--- config.mk ---
export PLATFORM = sky130hd
export DESIGN_NAME = reset_gen
export DESIGN_NICKNAME = d
export VERILOG_FILES = /design/src/rtl/reset_gen_pkg.sv /design/src/rtl/reset_gen_debounce.sv /design/src/rtl/reset_gen.sv
export SDC_FILE = /design/constraint.sdc
export NUM_CORES = 1
export LEC_CHECK = 0
export ABC_AREA = 1
export BUFFER_PORTS_ARGS = -buffer_cell sky130_fd_sc_hd__buf_2
export CAP_MARGIN = 20
export CORE_MARGIN = 2
export CORE_UTILIZATION = 35
export DETAILED_ROUTE_END_ITERATION = 12
export HOLD_SLACK_MARGIN = 0.02
export SLEW_MARGIN = 30
export SYNTH_ARGS = -nofsm -noshare
export SYNTH_HDL_FRONTEND = slang
export SYNTH_SLANG_ARGS = --single-unit
--- constraint.sdc ---
create_clock -name clk -period 3.45 [get_ports clk]
set_input_delay 0.1725 -clock clk [delete_from_list [all_inputs] [get_ports clk]]
set_output_delay 0.1725 -clock clk [all_outputs]
set_load 0.02 [all_outputs]
--- src/rtl/reset_gen_pkg.sv ---
// Shared types for the system reset generator: FSM states, reset causes and
// synchroniser idle levels.
package reset_gen_pkg;

    typedef enum logic [1:0] {
        STRETCH = 2'd0,
        RUN     = 2'd1,
        HELD    = 2'd2
    } state_t;

    typedef enum logic [1:0] {
        CAUSE_POR  = 2'd0,
        CAUSE_BTN  = 2'd1,
        CAUSE_TRAP = 2'd2
    } cause_t;

    localparam logic BTN_IDLE  = 1'b1;
    localparam logic TRAP_IDLE = 1'b0;

    // Every state except RUN keeps the core in reset.
    function automatic logic state_holds_reset(input state_t st);
        return (st != RUN);
    endfunction

endpackage

--- src/rtl/reset_gen_debounce.sv ---
// Two-flop synchroniser plus debounce counter for the board reset button.
// btn_pressed toggles only after DEBOUNCE_CYCLES consecutive disagreeing samples.
module debounce
    import reset_gen_pkg::*;
#(
    parameter int DEBOUNCE_CYCLES = 20000
) (
    input  logic clk,
    input  logic reset_n,
    input  logic btn_n,
    output logic btn_pressed
);

    localparam int CW = $clog2(DEBOUNCE_CYCLES + 1);
    localparam logic [CW-1:0] CNT_LAST = CW'(DEBOUNCE_CYCLES - 1);

    if (DEBOUNCE_CYCLES < 1) begin : g_bad_debounce
        $error("debounce: DEBOUNCE_CYCLES must be at least 1");
    end

    logic          btn_meta_r;
    logic          btn_sync_r;
    logic          level_s;
    logic [CW-1:0] cnt_r;
    logic [CW-1:0] cnt_nx_s;
    logic          pressed_r;
    logic          pressed_nx_s;

    // Synchroniser for the asynchronous button input.
    always_ff @(posedge clk or negedge reset_n) begin
        if (!reset_n) begin
            btn_meta_r <= BTN_IDLE;
            btn_sync_r <= BTN_IDLE;
        end else begin
            btn_meta_r <= btn_n;
            btn_sync_r <= btn_meta_r;
        end
    end

    assign level_s = ~btn_sync_r;

    // Debounce decision: count disagreement, toggle on the final count.
    always_comb begin
        cnt_nx_s     = cnt_r;
        pressed_nx_s = pressed_r;
        if (level_s == pressed_r) begin
            cnt_nx_s = {CW{1'b0}};
        end else if (cnt_r == CNT_LAST) begin
            cnt_nx_s     = {CW{1'b0}};
            pressed_nx_s = ~pressed_r;
        end else begin
            cnt_nx_s = cnt_r + CW'(1);
        end
    end

    // Debounce counter and accepted button level.
    always_ff @(posedge clk or negedge reset_n) begin
        if (!reset_n) begin
            cnt_r     <= {CW{1'b0}};
            pressed_r <= 1'b0;
        end else begin
            cnt_r     <= cnt_nx_s;
            pressed_r <= pressed_nx_s;
        end
    end

    assign btn_pressed = pressed_r;

endmodule

--- src/rtl/reset_gen.sv ---
// System reset generator: stretches power-on, button and trap resets and
// records the cause of the last reset.
module reset_gen
    import reset_gen_pkg::*;
#(
    parameter int DEBOUNCE_CYCLES = 20000,
    parameter int STRETCH_CYCLES  = 64,
    parameter int TRAP_RESET      = 1
) (
    input  logic       clk,
    input  logic       reset_n,
    input  logic       btn_n,
    input  logic       trap,
    output logic       power_on_reset,
    output logic       btn_pressed,
    output logic [1:0] reset_cause
);

    localparam int SW = $clog2(STRETCH_CYCLES + 1);
    localparam logic [SW-1:0] STRETCH_LAST = SW'(STRETCH_CYCLES - 1);
    localparam logic TRAP_ENABLE = (TRAP_RESET != 0);

    if (STRETCH_CYCLES < 1) begin : g_bad_stretch
        $error("reset_gen: STRETCH_CYCLES must be at least 1");
    end

    logic          trap_meta_r;
    logic          trap_sync_r;
    logic          trap_prev_r;
    logic          trap_rise_s;
    logic          btn_pressed_s;
    state_t        state_r;
    state_t        state_nx_s;
    logic [SW-1:0] cnt_r;
    logic [SW-1:0] cnt_nx_s;
    cause_t        cause_r;
    cause_t        cause_nx_s;
    logic          por_r;
    logic          por_nx_s;

    debounce #(
        .DEBOUNCE_CYCLES (DEBOUNCE_CYCLES)
    ) u_debounce (
        .clk         (clk),
        .reset_n     (reset_n),
        .btn_n       (btn_n),
        .btn_pressed (btn_pressed_s)
    );

    // Trap synchroniser and previous-sample flop for edge detection.
    always_ff @(posedge clk or negedge reset_n) begin
        if (!reset_n) begin
            trap_meta_r <= TRAP_IDLE;
            trap_sync_r <= TRAP_IDLE;
            trap_prev_r <= TRAP_IDLE;
        end else begin
            trap_meta_r <= trap;
            trap_sync_r <= trap_meta_r;
            trap_prev_r <= trap_sync_r;
        end
    end

    // Only evaluated in RUN, so an edge seen elsewhere is simply dropped.
    assign trap_rise_s = trap_sync_r & ~trap_prev_r;

    // Next-state, stretch count and cause selection.
    always_comb begin
        state_nx_s = state_r;
        cnt_nx_s   = cnt_r;
        cause_nx_s = cause_r;
        case (state_r)
            STRETCH: begin
                if (btn_pressed_s) begin
                    state_nx_s = HELD;
                    cause_nx_s = CAUSE_BTN;
                end else if (cnt_r == STRETCH_LAST) begin
                    state_nx_s = RUN;
                end else begin
                    cnt_nx_s = cnt_r + SW'(1);
                end
            end
            RUN: begin
                if (btn_pressed_s) begin
                    state_nx_s = HELD;
                    cause_nx_s = CAUSE_BTN;
                end else if (TRAP_ENABLE && trap_rise_s) begin
                    state_nx_s = STRETCH;
                    cause_nx_s = CAUSE_TRAP;
                    cnt_nx_s   = {SW{1'b0}};
                end else begin
                    state_nx_s = RUN;
                end
            end
            HELD: begin
                if (!btn_pressed_s) begin
                    state_nx_s = STRETCH;
                    cnt_nx_s   = {SW{1'b0}};
                end else begin
                    state_nx_s = HELD;
                end
            end
            default: begin
                state_nx_s = STRETCH;
                cnt_nx_s   = {SW{1'b0}};
            end
        endcase
        por_nx_s = state_holds_reset(state_nx_s);
    end

    // State register; the reset output is registered alongside the state.
    always_ff @(posedge clk or negedge reset_n) begin
        if (!reset_n) begin
            state_r <= STRETCH;
            cnt_r   <= {SW{1'b0}};
            cause_r <= CAUSE_POR;
            por_r   <= 1'b1;
        end else begin
            state_r <= state_nx_s;
            cnt_r   <= cnt_nx_s;
            cause_r <= cause_nx_s;
            por_r   <= por_nx_s;
        end
    end

    assign power_on_reset = por_r;
    assign btn_pressed    = btn_pressed_s;
    assign reset_cause    = cause_r;

endmodule

; After elaboration in Yosys (flattened, before gate mapping)
; Cells that the tools add are included.
; Widths: inputs -> output; s select.
[op_classes]
eq_ne = 13
bitwise = 5
reduce_logical = 5
n_addsub = 2
n_mux = 18
[op_table]
columns = op, count
row1 = $mux 7, 5
row2 = $mux 15, 2
row3 = $pmux 7 s3, 1
row4 = $add 15x1->15 const B, 1
row5 = $eq 15x15->1 const B, 1
row6 = $mux 2, 7
row7 = $ne 2x2->1 const B, 5
row8 = $add 7x1->7 const B, 1
row9 = $eq 7x6->1 const B, 1
row10 = $pmux 2 s3, 1
row11 = $reduce_and 5->1, 1
row12 = $ne 2x1->1 const B, 2
row13 = $not 1->1, 4
row14 = $pmux 2 s2, 1
row15 = $ne 3x2->1 const B, 1
row16 = $reduce_and 3->1, 1
row17 = $eq 2x1->1 const B, 1
row18 = $eq 2x2->1 const B, 1
row19 = $logic_not 2->1, 1
row20 = $reduce_and 2->1, 1
row21 = $reduce_bool 2->1, 1
row22 = $and 1x1->1, 1
row23 = $eq 1x1->1, 1
row24 = $mux 1, 1
[totals]
register_bits = 33
inputBits = 4
out_inout_bits = 4
wordCells = 54

; Depth between registers and ports, before layout
; Gate-level depths: netlist of the first run.
[logic_depth]
ltp_word = 6
depth_mapped = 9
mapped_depth_nobuf = 9

; By module
; A second synthesis of the first run with hierarchy kept.
[hier_totals]
cells_unflattened = 187
hier_area_um2 = 1647.8
[modules_own_cells]
columns = mod, cells_each, instances, seq_area_each_um2, area_per_inst_um2
row1 = debounce, 106, 1, 452.9, 923.4
row2 = reset_gen, 81, 1, 376.6, 724.4

; Worst setup path after synthesis of the first run
; No wires, ideal clock.
[synth_path]
path_type = reg2reg
startpoint = reg u_debounce.cnt_r[0]
endpoint = reg u_debounce.cnt_r[3]
required_time_ns = 3.330
stages_incl_launch_ff = 9
setup_slack_ns = 2.214
n_path_buf = 0
arrival_ns = 1.116
setup_ns = 0.120
period_less_slack_ns = 1.236
cell_sequence = dfrtp_1 -> ha_1 -> nand2_1 -> nor2_4 -> nand2_2 -> nor2_4 -> nor2_4 -> inv_2 -> nor2_1
[synth_between]
elab_chain_len = 3
elab_cells_between_ends = 4
cone_classes = 1 x add/sub / 1 x eq/ne / 2 x mux
[synth_rtl]
columns = item, line_no
row1 = from (decl), reset_gen_debounce.sv:24  ; logic [CW-1:0] cnt_r;
row2 = from (signal assigned), reset_gen_debounce.sv:59  ; cnt_r <= {CW{1'b0}};
row3 = from (signal assigned), reset_gen_debounce.sv:62  ; cnt_r <= cnt_nx_s;
row4 = $add 15x1->15 or $eq 15x15->1 (tied branches), "reset_gen_debounce.sv:52, reset_gen_debounce.sv:48"
row5 = $mux 15 *, reset_gen_debounce.sv:48  ; end else if (cnt_r == CNT_LAST) begin
row6 = $mux 15 *, reset_gen_debounce.sv:46  ; if (level_s == pressed_r) begin
row7 = named net u_debounce.cnt_nx_s[3], reset_gen_debounce.sv:25  ; logic [CW-1:0] cnt_nx_s;
; Mark *: on every way through the listed nets, which the timed path passes. The rest lies on a longest branch.
; A chain may end at the register's enable or synchronous reset.

; Worst setup path after layout of the first run
[layout_path]
startpoint = reg u_debounce.cnt_r[0]
endpoint = reg u_debounce.cnt_r[0]
; Same word-level chain as after synthesis.

==> key figures, run 1 <==
Routing
  • Drt pass-1 iters: 4
  • Post-DR vias/cell: 4.44
  • Routed Antenna Nets: 0
  • DRC: 0
  • Initial drt markers: 36
  • Routed vias: 1120
  • WL/cell: 10.2 µm
  • Routed wire length: 2560 µm

Critical path
  • Setup crit end: u_debounce.cnt_r[0]$_DFF_PN0_
  • RR Startpoint: u_debounce.cnt_r[0]$_DFF_PN0_
  • CP most frequent cell: nor2_4
  • FF-to-FF End: u_debounce.cnt_r[0]$_DFF_PN0_
  • Startpoint types: register
  • Endpoint type of the worst setup path: register
  • Worst reg2reg path depth: 8
  • CP Cell Sequence: ha_1, nand2_1, nor2_4, nand2_2, nor2_4, nor2_4, inv_2, nor2_1
  • Critical Path Max Stage Delay: 390 ps
  • R2R setup slack: 2070 ps
  • Worst path slowest cell: dfrtp_1
  • Kind of critical path: reg2reg
  • Worst-path maximum fanout: 6
  • CP arrival: 1590 ps
  • Crit path from: u_debounce.cnt_r[0]$_DFF_PN0_
  • WP data required: 3660 ps

Die
  • Die Area: 0.00508 mm²
  • Core area: 0.00435 mm²
  • Initial Utilization: 0.364
  • # IOs: 8
  • Number of cell rows: 24
  • Die Y-Extent: 71.3 µm
  • Die width: 71.3 µm

Synthesis
  • Yosys top cell by area: dfrtp_1
  • Syn_nets: 188
  • Synth Cell Area: 0.00159 mm²
  • Syn Inst Count: 182
  • Yosys warns: 0
  • Top area cells in the synthesized netlist: dfrtp_1, nand2_1, nor2_1
  • Netlist cell types: 27
  • Seq cells post-synth: 33
  • Synthesized area per cell: 8.71 µm²
  • Yosys top cell area share: 0.474
  • Seq/Total Area, Yosys: 0.523

GRT
  • Largest net degree at the start of global routing: 34
  • Number of global-route vias before repair: 1134
  • Initial antenna violation count: 0
  • Global-route wire length before repair: 4790 µm
  • Grt ovf: 0
  • GRT Overall Usage: 0.121

Timing
  • RSZ-0062 raised after global routing: false
  • Worst setup margin: 2070 ps
  • Tmin final: 1380 ps
  • Max Fclk: 726 MHz
  • Setup TNS: 0 ps
  • Setup Viol. Count Final: 0
  • Worst slew pin tran: 706 ps
  • Final Slew Violations: 0
  • Hold slack: 349 ps
  • Period utilization: 0.399
  • Hold Vio Cnt, Final: 0
  • Slew HR: 0.529
  • Clock Skew: 4.28 ps

Clocking
  • Root buffer cell: clkbuf_8
  • H-tree levels: 2
  • Clk buf depth: 2
  • CTS tree: yes
  • CTS clk-pin slew, worst paths: 60 ps
  • Clock sink count: 33
  • Clock latency on the worst-skew pair: 280 ps
  • CTS buffer count: 5
  • # resized after CTS: 0

Pwr
  • Power density over cell area: 429 mW/mm²
  • P_leak: 0.805 nW
  • Max VDD drop: 0.236 mV

Place
  • GP Congestion: 0.771
  • Setup WS pre-CTS: 2070 ps
  • I/O Buffers: 7
  • Post-DP HPWL: 1870 µm

Cells and area
  • # diodes: 0
  • Most frequent cells in the layout: nand2_1, nor2_1, dfrtp_1
  • Nets: 205
  • Layout cells sized above 1: 0.205
  • Most common cell after layout, fill and taps aside: nand2_1
  • Fin util: 0.421
  • Layout area overhead: 15.5%

Run status
  • Outcome: complete, no violations

Min path
  • Worst min-delay path category: reg2reg

Job
  • MaxCap Viol Count: 0
-- layer usage --
metal  vias to the layer above  wire length (µm)  GRT usage
li1                        605                 -          -
met1                       497              1300      0.159
met2                        11              1120      0.184
met3                         7                81     0.0338
met4                         0                56     0.0629
met5                         -                 0          0
-- layout make-up --
type / count / area (µm²)
fill: 439 / 2520
clock buffer: 7 / 86.3
sequential: 33 / 830
clock inverter: 1 / 30.0
multi-input combinational: 129 / 681
inverter: 20 / 75.1
timing repair buffer: 10 / 65.1
tap: 52 / 65.1
-- synthesized netlist by cell type --
cell / number
inv_2: 7
xor2_2: 1
o21ai_1: 7
a21boi_1: 1
nor2_1: 33
o21a_1: 1
a21oi_1: 5
dfstp_2: 3
o21ai_0: 2
nand2_1: 38
nand2_2: 4
nand3_1: 10
ha_1: 2
a31oi_1: 1
xor2_1: 5
nor3b_1: 2
inv_1: 13
o31ai_1: 1
nand3b_1: 2
nand2_4: 1
nor2_2: 4
dfrtp_1: 30
a21oi_2: 1
nor2_4: 5
xnor2_1: 1
nor3_1: 1
nor3_2: 1
-- cell families (layout without fill, tap and decap cells) --
group,Yosys count,after routing,synth area share
xor+xnor,7,7,0.0434
buf+inv,20,38,0.0474
flops,33,33,0.523
simple gates,101,101,0.302
compound gates,19,19,0.0679
fa+ha+maj,2,2,0.0158
-- worst min-delay path by stage --
| stage | start | to | slack [ps] | cells after the start |
|---|---|---|---|---|
| after floorplan | reset_n | cnt_r[0]$_DFFE_PN0P_ | -120 | 0 |
| after CTS | trap_meta_r$_DFF_PN0_ | trap_sync_r$_DFF_PN0_ | 350 | 0 |
| after detailed placement | reset_n | reset_cause[0]$_DFFE_PN0P_ | 270 | 1 |
| final | trap_meta_r$_DFF_PN0_ | trap_sync_r$_DFF_PN0_ | 350 | 0 |
| after global routing | u_debounce.btn_meta_r$_DFF_PN1_ | u_debounce.btn_sync_r$_DFF_PN1_ | 370 | 0 |
| after global placement | reset_n | reset_cause[1]$_DFFE_PN0P_ | 270 | 1 |
-- worst max-delay path: cells and delay by family, from the launching register on --
| family | cells | cell delay [ps] |
|---|---|---|
| buffers and inverters | 1 | 80 |
| and+or+nand+nor | 6 | 620 |
| adders and majority gates | 1 | 210 |
| DFF | 1 | 390 |
-- report_power, final --
part | leakage [nW] | switching (mW) | internal [mW]
sequential | 0.427 | 0.00311 | 0.394
clock | 0.0585 | 0.132 | 0.235
combinational | 0.320 | 0.0146 | 0.00735
-- stage by stage --
stage | total power [mW] | cell area [µm²] | cells
2_1_floorplan | 0.413 | 1590 | 182
3_3_place_gp | 0.424 | 1690 | 241
3_5_place_dp | 0.424 | 1690 | 241
4_1_cts | 0.801 | 1830 | 252
5_1_grt | 0.826 | 1830 | 252
6_report | 0.786 | 1830 | 252
-- sequential cells by signal, indices dropped and copies added (netlist names) --
name,cells
reset_cause,2
u_debounce.btn_pressed,1
u_debounce.btn_meta_r,1
state_r,2
trap_meta_r,1
trap_prev_r,1
u_debounce.cnt_r,15
cnt_r,7
u_debounce.btn_sync_r,1
power_on_reset,1
trap_sync_r,1
-- timing repair --
item,CTS,global route
hold buffers,3,0
setup buffers,0,0
endpoints found under the hold margin,32,0
No activity file was read; power rests on OpenSTA's default activity.
==> run 2, diff against run 1 <==
Clock period 3.45 ns to 1.1 ns, I/O delays scaled along.
==> key figures, run 2 (synthesized netlist as in run 1, its figures left out) <==
Cells and area
  • Fin util: 0.531 (was 0.421)
  • Largest register FFs: 15 (unchanged)
  • Nets: 250 (was 205)
  • Top reg by flops: u_debounce.cnt_r (unchanged)
  • Most common cell after layout, fill and taps aside: buf_4 (was nand2_1)
  • Layout area overhead: 45.8% (was 15.5%)
  • Most frequent cells in the layout: buf_4, nand2_1, nor2_1 (was nand2_1, nor2_1, dfrtp_1)
  • Final instance count without filler cells: 297 (was 252)
  • Layout cells sized above 1: 0.449 (was 0.205)
  • Top Registers: u_debounce.cnt_r x15, cnt_r x7 (unchanged)
  • # diodes: 0 (unchanged)

Timing
  • Slew HR: 0.768 (was 0.529)
  • Worst slew pin tran: 348 ps (was 706 ps)
  • Hold slack: 207 ps (was 349 ps)
  • Tmin final: 1260 ps (was 1380 ps)
  • Final Slew Violations: 0 (unchanged)
  • Max Fclk: 793 MHz (was 726 MHz)
  • Period utilization: 1.15 (was 0.399)
  • Clock Skew: 8.22 ps (was 4.28 ps)
  • Setup Viol. Count Final: 25 (was 0)
  • Worst setup margin: -162 ps (was 2070 ps)
  • RSZ-0062 raised after global routing: true (was false)
  • Hold Vio Cnt, Final: 0 (unchanged)

Job
  • MaxCap Viol Count: 0 (unchanged)

Die
  • Core area: 0.00435 mm² (unchanged)
  • Initial Utilization: 0.364 (unchanged)
  • Die width: 71.3 µm (unchanged)
  • # IOs: 8 (unchanged)
  • Die Area: 0.00508 mm² (unchanged)
  • Number of cell rows: 24 (unchanged)
  • Die Y-Extent: 71.3 µm (unchanged)

Critical path
  • CP Cell Sequence: ha_4, nand2_4, nor2_4, nand2_2, nor2_4, nor2_4, inv_2, nor2_1 (was ha_1, nand2_1, nor2_4, nand2_2, nor2_4, nor2_4, inv_2, nor2_1)
  • Worst path slowest cell: dfrtp_1 (unchanged)
  • Critical Path Max Stage Delay: 390 ps (about the same)
  • Worst-path maximum fanout: 6 (unchanged)
  • CP arrival: 1430 ps (was 1590 ps)
  • WP data required: 1270 ps (was 3660 ps)
  • CP most frequent cell: nor2_4 (unchanged)
  • Worst reg2reg path depth: 8 (unchanged)
  • Endpoint type of the worst setup path: register (unchanged)
  • Kind of critical path: reg2reg (unchanged)
  • Startpoint types: register (unchanged)

Min path
  • Worst min-delay path category: in2async (was reg2reg)

Routing
  • Routed wire length: 3490 µm (was 2560 µm)
  • Routed vias: 1345 (was 1120)
  • Routed wl met3: 97 µm (was 81 µm)
  • WL/cell: 11.7 µm (was 10.2 µm)
  • Drt pass-1 iters: 4 (unchanged)
  • DRC: 0 (unchanged)
  • Routed Antenna Nets: 0 (unchanged)
  • Met1 wire length: 1540 µm (was 1300 µm)
  • Top sig layer: met4 (unchanged)
  • Met2 WL: 1780 µm (was 1120 µm)
  • Post-DR vias/cell: 4.53 (was 4.44)
  • Initial drt markers: 39 (was 36)

Run status
  • Outcome: complete, but fails checks (was complete, no violations)
  • Failing checks: setup timing

Pwr
  • Power Total: 2.31 mW (was 0.786 mW)
  • Power density over cell area: 1000 mW/mm² (was 429 mW/mm²)
  • Max VDD drop: 0.950 mV (was 0.236 mV)
  • P_leak: 1.07 nW (was 0.805 nW)

Clocking
  • Root buffer cell: clkbuf_8 (unchanged)
  • Clock latency on the worst-skew pair: 290 ps (was 280 ps)
  • CTS clk-pin slew, worst paths: 60 ps (about the same)
  • CTS tree: yes (unchanged)
  • Clk buf depth: 2 (unchanged)
  • Clock sink count: 33 (unchanged)
  • H-tree levels: 2 (unchanged)
  • CTS buffer count: 5 (unchanged)

Place
  • I/O Buffers: 7 (unchanged)
  • GP Congestion: 0.778 (was 0.771)
  • Setup WS pre-CTS: -193 ps (was 2070 ps)
  • Post-DP HPWL: 2360 µm (was 1870 µm)
  • Placed Instances: 277 (was 241)

GRT
  • Grt ovf: 0 (unchanged)
  • Largest net degree at the start of global routing: 16 (was 34)
  • Initial antenna violation count: 0 (unchanged)
  • GRT Overall Usage: 0.145 (was 0.121)
  • Number of global-route vias before repair: 1345 (was 1134)
  • Global-route wire length before repair: 5660 µm (was 4790 µm)
[run 2: worst max-delay path, delay by kind of cell (launching register included)]
family	cells	cell delay (ps)
flip-flops	1	390
AND/OR/NAND/NOR	6	500
buffers and inverters	1	100
adder cells (fa/ha/maj)	1	160
[run 2: final timing paths]
path | from | to | slack (ps)
setup / recovery | u_debounce.cnt_r[1]$_DFF_PN0_ | u_debounce.cnt_r[3]$_DFF_PN0_ | -160
hold / removal | reset_n | u_debounce.cnt_r[5]$_DFF_PN0_ | 210
setup reg to reg | u_debounce.cnt_r[1]$_DFF_PN0_ | u_debounce.cnt_r[3]$_DFF_PN0_ | -160
hold reg to reg | trap_meta_r$_DFF_PN0_ | trap_sync_r$_DFF_PN0_ | 340
max in group asynchronous | reset_n | u_debounce.btn_pressed$_DFFE_PN0P_ | 410
min in group clk | trap_meta_r$_DFF_PN0_ | trap_sync_r$_DFF_PN0_ | 340
[run 2: metrics by stage]
| step | instance area [µm²] | setup TNS, ps |
|---|---|---|
| 3_3_place_gp | 1970 | -2530 |
| 2_1_floorplan | 1600 | -1450 |
| 3_5_place_dp | 1970 | -3020 |
| 6_report | 2310 | -3020 |
| 5_1_grt | 2310 | -4920 |
| 4_1_cts | 2180 | -2590 |
[run 2: final cells by class]
| type | count | area, µm² |
|---|---|---|
| well taps | 52 | 65.1 |
| multi-input cells | 129 | 825 |
| clock buffers | 8 | 90.1 |
| flip-flops and latches | 33 | 832 |
| repair buffers | 55 | 424 |
| fillers | 384 | 2040 |
| inverters | 20 | 75.1 |
[run 2: metal layers]
| metal | up-vias | global-route usage |
|---|---|---|
| li1 | 693 | - |
| met1 | 636 | 0.166 |
| met2 | 11 | 0.245 |
| met3 | 5 | 0.0436 |
| met4 | 0 | 0.0776 |
| met5 | - | 0 |
[run 2: power breakdown]
group	internal (mW)	switching [mW]
Sequential	1.23	0.0178
Clock	0.510	0.430
Combinational	0.0544	0.0636
[run 2: what timing repair did]
action	in CTS	in global routing
resized for setup	16	19
pin swaps	10	12
hold endpoints to repair	35	0
setup buffers	3	7
setup endpoints to repair	26	26
gates cloned	0	0
hold buffers	3	0
